File: src/rtl/frame_stuffer.sv
// Transmit framer: one parallel frame in, FRAME_START + byte-stuffed body + FRAME_END out.
// Latency: first byte (FRAME_START) on tx_data the cycle after fin is accepted, one byte per transfer.
// Backpressure: tx_data/tx_valid hold while tx_ready is low; fin_ready stays low until FRAME_END is taken.
module frame_stuffer #(
    parameter int          DATA_SIZE     = 64,
    parameter int          PREAMBLE_SIZE = 7,
    parameter int          CRC_SIZE      = 4,
    parameter int          NONCE_SIZE    = 12,
    parameter logic [7:0]  FRAME_START   = 8'h06,
    parameter logic [7:0]  FRAME_END     = 8'h07,
    parameter logic [7:0]  ESC_VAL       = 8'h14,
    parameter logic [7:0]  ESC_XOR       = 8'h20,
    localparam int         FRAME_BYTES   = PREAMBLE_SIZE + DATA_SIZE + CRC_SIZE + NONCE_SIZE
) (
    input  logic                       clk,
    input  logic                       rst,
    input  logic [0:FRAME_BYTES*8-1]   fin,
    input  logic                       fin_valid,
    output logic                       fin_ready,
    output logic [7:0]                 tx_data,
    output logic                       tx_valid,
    input  logic                       tx_ready,
    output logic                       semafor_out,
    output logic                       done
);

    localparam int              IDX_W    = $clog2(FRAME_BYTES + 1);
    localparam logic [IDX_W-1:0] LAST_IDX = IDX_W'(FRAME_BYTES - 1);

    typedef enum logic [2:0] {
        IDLE,
        START,
        BODY,
        ESC2,
        END_FLAG
    } state_t;

    state_t                    state;
    logic [IDX_W-1:0]          idx;
    logic [0:FRAME_BYTES*8-1]  frame_q;

    logic [7:0] cur_byte;
    logic [7:0] next_byte;
    logic       xfer;
    logic       last_byte;

    function automatic logic is_special(input logic [7:0] b);
        return (b == FRAME_START) || (b == FRAME_END) || (b == ESC_VAL);
    endfunction

    function automatic logic [7:0] first_out(input logic [7:0] b);
        return is_special(b) ? ESC_VAL : b;
    endfunction

    // The frame register shifts one byte per advance, so the byte being sent is always the head.
    assign cur_byte  = frame_q[0:7];
    assign next_byte = frame_q[8:15];
    assign xfer      = tx_valid && tx_ready;
    assign last_byte = (idx == LAST_IDX);

    always_ff @(posedge clk) begin
        if (rst) begin
            state       <= IDLE;
            idx         <= '0;
            frame_q     <= '0;
            fin_ready   <= 1'b1;
            tx_valid    <= 1'b0;
            tx_data     <= 8'h00;
            semafor_out <= 1'b0;
            done        <= 1'b0;
        end else begin
            done <= 1'b0;
            case (state)
                IDLE: begin
                    if (fin_valid && fin_ready) begin
                        frame_q     <= fin;
                        idx         <= '0;
                        fin_ready   <= 1'b0;
                        semafor_out <= 1'b1;
                        tx_data     <= FRAME_START;
                        tx_valid    <= 1'b1;
                        state       <= START;
                    end
                end
                START: begin
                    if (xfer) begin
                        tx_data <= first_out(cur_byte);
                        state   <= BODY;
                    end
                end
                BODY, ESC2: begin
                    if (xfer) begin
                        if (state == BODY && is_special(cur_byte)) begin
                            tx_data <= cur_byte ^ ESC_XOR;
                            state   <= ESC2;
                        end else if (last_byte) begin
                            tx_data <= FRAME_END;
                            state   <= END_FLAG;
                        end else begin
                            idx     <= idx + 1'b1;
                            frame_q <= frame_q << 8;
                            tx_data <= first_out(next_byte);
                            state   <= BODY;
                        end
                    end
                end
                END_FLAG: begin
                    if (xfer) begin
                        tx_valid    <= 1'b0;
                        done        <= 1'b1;
                        semafor_out <= 1'b0;
                        fin_ready   <= 1'b1;
                        state       <= IDLE;
                    end
                end
                default: begin
                    state <= IDLE;
                end
            endcase
        end
    end

endmodule

File: config.mk
export PLATFORM = sky130hd
export DESIGN_NAME = frame_stuffer
export DESIGN_NICKNAME = d
export VERILOG_FILES = /design/src/rtl/frame_stuffer.sv
export SDC_FILE = /design/constraint.sdc
export NUM_CORES = 2
export LEC_CHECK = 0
export ABC_AREA = 1
export BUFFER_PORTS_ARGS = -buffer_cell sky130_fd_sc_hd__clkbuf_2
export CORE_AREA = 2 2 281 283
export CTS_BUF_LIST = sky130_fd_sc_hd__clkbuf_8
export DETAILED_ROUTE_END_ITERATION = 8
export DIE_AREA = 0 0 283 285
export GPL_ROUTABILITY_DRIVEN = 0
export PLACE_DENSITY = 0.67
export SYNTH_ARGS = -nofsm -noshare
export SYNTH_HDL_FRONTEND = slang
export SYNTH_SLANG_ARGS = --single-unit
File: constraint.sdc
create_clock -name clk -period 2.2 [get_ports clk]
set_input_delay 0.22 -clock clk [delete_from_list [all_inputs] [get_ports clk]]
set_output_delay 0.22 -clock clk [all_outputs]
set_load 0.01 [all_outputs]
## After elaboration in Yosys (flattened, before gate mapping)

Index checks and enable logic that the tools add are counted.

- Add/subtract/negate cells: 1
- Reductions and logical operators: 17
- Equality and inequality tests: 17
- Bitwise gates (word level): 2
- Multiplexer cells: 32

Operators by type and width:

| operator | count |
|---|---|
| $mux W696 | 4 |
| $pmux W696 S2 | 1 |
| $mux W8 | 7 |
| $eq A8 B3 Y1 const B | 4 |
| $mux W7 | 4 |
| $pmux W8 S3 | 1 |
| $mux W3 | 6 |
| $eq A8 B5 Y1 const B | 2 |
| $pmux W7 S2 | 1 |
| $ne A2 B2 Y1 const B | 6 |
| $pmux W3 S4 | 1 |
| $reduce_and A4 Y1 | 2 |
| $add A7 B1 Y7 const B | 1 |
| $eq A7 B7 Y1 const B | 1 |
| $eq A3 B2 Y1 const B | 2 |
| $mux W1 | 5 |
| $reduce_and A5 Y1 | 1 |
| $logic_or A1 B1 Y1 | 4 |
| $pmux W1 S2 | 2 |
| $reduce_bool A2 Y1 | 2 |
| $reduce_or A2 Y1 | 2 |
| $eq A3 B1 Y1 const B | 1 |
| $eq A3 B3 Y1 const B | 1 |
| $logic_and A1 B1 Y1 | 3 |
| 4 further kinds | 5 |

- Register bits: 717
- Bits of input ports: 700
- Output and inout port bits: 12

## Longest topological paths before layout

- Depth after elaboration: 8
- Gate-level depth with buffers: 13
- Gate-level depth less buffers: 11

## Worst setup path before layout

No wires, ideal clock.

- Path kind: reg2reg
- Start: reg idx[0]
- End: reg idx[0]
- Data required time: 2130 ps
- Buffers on the path: 3
- Data arrival time: 1756 ps
- Cell stages (with the launch flop): 13
- Setup slack: 374 ps
- Period minus slack after synthesis: 1826 ps
- Cell sequence: dfxtp_1 -> inv_1 -> ha_1 -> nand2_1 -> nor2_1 -> nand2_2 -> nand2_1 -> a21boi_2 -> buf_4 -> buf_4 -> buf_4 -> nand4_1 -> a21oi_1

- Longest elaborated chain between the ends: 5
- Elaborated cells between the ends (all ways): 8
- Classes of those cells: add/sub (1); eq/ne (2); mux (4); reduce/logical (1)

Ends and longest elaborated chain:

| what | RTL line | source |
|---|---|---|
| start, declared | 39 | `logic [IDX_W-1:0] idx;` |
| start signal, assigned | 100 | `idx <= idx + 1'b1;` |
| $add A7 B1 Y7 | 100 |  |
| $mux W7 | 96 | `end else if (last_byte) begin` |
| $mux W7 | 93 | `if (state == BODY && is_special(cur_byte)) begin` |
| $mux W7 | 92 | `if (xfer) begin` |
| $pmux W7 S2 | 73 | `case (state)` |

Several ways; a longest one is shown, not always the timed one. The select of a mux whose other input is x is not followed.
A chain may end at the register's enable or synchronous reset.

## Worst setup path after layout

- Start: reg state[2]
- End: reg frame_q[455] (netlist name)

- Longest elaborated chain between the ends: 4
- Elaborated cells between the ends (all ways): 12
- Classes of those cells: eq/ne (6); mux (1); reduce/logical (5)

Ends and longest elaborated chain:

| what | RTL line | source |
|---|---|---|
| start, declared | 38 | `state_t state;` |
| start signal, assigned | 63 | `state <= IDLE;` |
| start signal, assigned | 82 | `state <= START;` |
| start signal, assigned | 88 | `state <= BODY;` |
| $eq A3 B2 Y1, on equally long branches | 73, 93 |  |
| $reduce_or A2 Y1 / $logic_and A1 B1 Y1 (equally long branches) | 73, 93 |  |
| $ne A2 B2 Y1 (no source line) / $reduce_bool A2 Y1 (equally long branches) | n/a |  |
| $reduce_and A5 Y1 (no source line) | n/a |  |
| end signal, assigned | 76 | `frame_q <= fin;` |
| end signal, assigned | 101 | `frame_q <= frame_q << 8;` |
| end, declared | 40 | `logic [0:FRAME_BYTES*8-1] frame_q;` |

Several ways; a longest one is shown, not always the timed one.

==> run summary <==
The met2 wirelength from detailed routing is 63,400 µm, and the number of enable flip-flop cells after synthesis is 0. The tools report the number of pins with negative max-slew slack in the final report as 0. Global routing finished with a remaining overflow of 0. In this run the worst path has a maximum fanout of 34. The number of distinct library cell variants in the gate-level netlist after synthesis was 25.

The end point of the critical path was frame_q[455]. For this design, the sink count on the clock tree is 717. The run gives 7,422 as the final layout net count. The final number of hold-violating endpoints came out at 0. For the post-synthesis instance area, the log shows 34,600 µm². The worst register-to-register path begins at state[2]. The count of mapped cells out of synthesis was 5,502; the global routing usage summed across all routing layers was 0.332. The run finished with clean final reports. The sequential share of the synthesized area is 0.415, and the number of iterations in the first detailed-routing pass is 9.

For the number of vias after detailed routing, the log shows 42,600. For the share of the core filled with cells in the final layout, the log shows 0.632. The run gives 77,500 µm as the detailed-placement wirelength estimate. The top-level I/O count came out at 712.

In this run the critical register-to-register path is captured at frame_q[455]. The area of the die is 80,700 µm², and the setup slack of the most critical reg-to-reg path is 0.05 ns. The logs give 6,204 for the net count after synthesis and 0.307 ns for the post-route worst hold slack. The maximum number of pins on one net before global-route repair came out at 236. Routed signal wires occupy layers up through met5. In the final layout, flip-flops and latches occupy 14,400 µm². The initial core utilization is 0.443, and the mean post-synth cell area is 6.28 µm².

The run gives 0.376 as the relative slew slack. In this run the power density over the cells is 945 nW/µm². The total of fill cells in the finished design is 6,567. The worst voltage drop across the vdd grid is 0.496 mV. On the final layout, the worst clock skew is 0.0355 ns.

Setup repair after global routing could not meet its margin everywhere. The wire length on met1 was 55,600 µm; the horizontal die dimension was 283 µm. Counting cells, the worst reg-to-reg path comes to 9.

The area used by multi-input combinational logic was 18,100 µm²; the via count normalized by instance count was 5.40. The predominant post-synthesis flop cell was sky130_fd_sc_hd__dfxtp_1. The first global-routing pass estimated 217,000 µm of wire. TritonCTS built the clock tree. The cell sitting at the root of the clock tree is a sky130_fd_sc_hd__clkbuf_8. After detailed routing, the number of remaining DRC violations is 0. The TritonCTS buffer count came out at 131. The area growth from synthesis to layout works out to 42.6%.

The most critical setup path has its startpoint at state[2]. After clock tree synthesis, the clock-pin slew on the worst setup and hold paths is 0.07 ns. The area of the core was 78,000 µm²; the top cell type's share of synthesized area was 0.415. The later pin in the worst-skew pair is clocked with a latency of 0.76 ns. Based on the critical path, the design can be clocked at up to 464 MHz.

The portion of the clock cycle consumed by the worst path in the final layout was 0.979. Summed over all nets, wire length on met3 after detailed routing comes to 12,700 µm. The tools report the via count of the first global-routing pass as 40,400.

The wire length reported by the detailed router was 142,000 µm; the count of endpoints failing setup in the final report was 0. The routed design could run at a clock period as short as 2.15 ns. In the final routed layout, each cell accounts on average for 18.0 µm. For the number of violations of the max-capacitance limit, the log shows 0. Port buffering added 711 buffers. The post-synthesis async set-or-reset flop share was 0; the total of flip-flops plus latches after synthesis was 717.

The H-tree depth was 4; the number of antenna-violating nets in the routed design was 0. Among all cell types in the netlist, the one instantiated most often is sky130_fd_sc_hd__nand2_1. The floorplan row count is 103, and the data required time at the worst endpoint is 2.87 ns. The biggest area contributor in the post-synthesis netlist is sky130_fd_sc_hd__dfxtp_1. The static leakage is 23.2 nW. The commonest cells after synthesis are sky130_fd_sc_hd__nand2_1, sky130_fd_sc_hd__a21oi_1, sky130_fd_sc_hd__dfxtp_1. The share of final-layout standard cells stronger than drive strength 1 works out to 0.156. In the post-synthesis netlist, the biggest area contributors are sky130_fd_sc_hd__dfxtp_1, sky130_fd_sc_hd__nand2_1, sky130_fd_sc_hd__a21oi_1, sky130_fd_sc_hd__nand3_1, sky130_fd_sc_hd__buf_2.

The tools report the nature of the critical path startpoint as a register. The tightest min-delay check is of the in -> reg type. The Yosys step of the flow raised 0 warnings. The die height works out to 285 µm.

The number of antenna violations at the first check in global routing was 15; the number of DRC markers in iteration 0 was 4,329. The critical path arrival came out at 2.82 ns. The critical path in this run is classified as reg -> reg.

STA classifies the critical path endpoint as a register. At the pin with the least slew margin, the transition time is 0.936 ns. In this run the deepest clock path goes through 3 buffers.
## metal layers
metal | vias to the layer above | track usage
li1 | 20100 | -
met1 | 19300 | 0.403
met2 | 2391 | 0.508
met3 | 753 | 0.0959
met4 | 24 | 0.223
met5 | - | 0.0128
## worst min-delay path by stage
stage | startpoint | end | slack, ns | cells past startpoint
final | fin[695] | frame_q[695] | 0.31 | 4
after global routing | fin[689] | frame_q[689] | 0.27 | 4
after CTS | fin[689] | frame_q[689] | 0.19 | 4
after detailed placement | frame_q[64] | frame_q[64] | 0.45 | 2
after global placement | frame_q[515] | frame_q[515] | 0.45 | 2
after floorplan | fin[688] | frame_q[688] | 0.37 | 2
## layout by cell type (no fill, tap or decap), types with 2 or more instances in the layout
cell,n
sky130_fd_sc_hd__clkbuf_8,171
sky130_fd_sc_hd__inv_6,3
sky130_fd_sc_hd__buf_6,11
sky130_fd_sc_hd__clkbuf_2,710
sky130_fd_sc_hd__inv_1,66
sky130_fd_sc_hd__ha_1,2
sky130_fd_sc_hd__a31oi_1,2
sky130_fd_sc_hd__buf_12,47
sky130_fd_sc_hd__nor2_1,16
sky130_fd_sc_hd__nand2_2,7
sky130_fd_sc_hd__inv_2,3
sky130_fd_sc_hd__a21oi_1,716
sky130_fd_sc_hd__buf_16,15
sky130_fd_sc_hd__nor2_2,2
sky130_fd_sc_hd__o21a_1,3
sky130_fd_sc_hd__a21oi_2,3
sky130_fd_sc_hd__nand3_1,697
sky130_fd_sc_hd__xnor2_1,2
sky130_fd_sc_hd__diode_2,14
sky130_fd_sc_hd__buf_8,2
sky130_fd_sc_hd__o21ai_0,26
sky130_fd_sc_hd__dfxtp_1,715
sky130_fd_sc_hd__dlygate4sd3_1,699
sky130_fd_sc_hd__buf_4,56
sky130_fd_sc_hd__nand3_2,2
sky130_fd_sc_hd__nand2_1,2796
sky130_fd_sc_hd__clkbuf_16,9
sky130_fd_sc_hd__clkinv_2,10
sky130_fd_sc_hd__clkinvlp_4,4
sky130_fd_sc_hd__inv_8,4
sky130_fd_sc_hd__dfxtp_2,2
sky130_fd_sc_hd__nand4_1,9
## power by group
group / internal (mW) / switching (mW)
Clock: 7.09 / 5.87
Combinational: 6.38 / 9.93
Sequential: 15.8 / 1.49
## state kept, by name, indices dropped and copies added (netlist names)
signal and flops:
done 1, fin_ready 1, frame_q 696, idx 7, semafor_out 1, state 3
tx_data 8
## cell type report
cell class,instances,share of cell area
Antenna cell,14,0.000711
Clock buffer,171,0.0477
Clock inverter,61,0.00650
Inverter,31,0.00251
Multi-Input combinational cell,4290,0.367
Sequential cell,717,0.291
Tap cell,1050,0.0267
Timing Repair Buffer,1549,0.258
## through the flow
stage | setup TNS, ns | total power [mW] | worst slack, ns | area (µm²) | instances
detailed placement | 0 | 31.4 | 0.0878 | 39100 | 6921
finish | 0 | 46.6 | 0.0464 | 49300 | 7883
CTS | 0 | 45.3 | 0.0791 | 48700 | 7852
floorplan | 0 | 27.1 | 0.374 | 34600 | 5502
global placement | 0 | 31.2 | 0.0645 | 39100 | 6921
global route | -0.232 | 49.1 | -0.0476 | 49300 | 7873
## kinds of logic after synthesis
kind of cell | share of synthesized area
AO/OA/AOI/OAI | 0.110
XOR/XNOR | 0.000760
adder cells (fa/ha/maj) | 0.000724
buffers and inverters | 0.0634
flip-flops | 0.415
AND/OR/NAND/NOR | 0.410
## what timing repair did
item,in CTS,in global routing
endpoints found under the hold margin,698,0
endpoints found under the setup margin,0,248
gates resized for setup,0,47
hold buffers,699,0
setup buffers,0,8
## worst max-delay path, stage by stage (launching register included)
cell and delay, ns:
sky130_fd_sc_hd__dfxtp_1 0.38, sky130_fd_sc_hd__inv_2 0.10, sky130_fd_sc_hd__nand2_8 0.18, sky130_fd_sc_hd__buf_16 0.25
sky130_fd_sc_hd__inv_8 0.11, sky130_fd_sc_hd__nand2_4 0.13, sky130_fd_sc_hd__buf_12 0.22, sky130_fd_sc_hd__buf_8 0.26
sky130_fd_sc_hd__nand3_1 0.17, sky130_fd_sc_hd__a21oi_1 0.22
(Power assumes the default switching activity.)
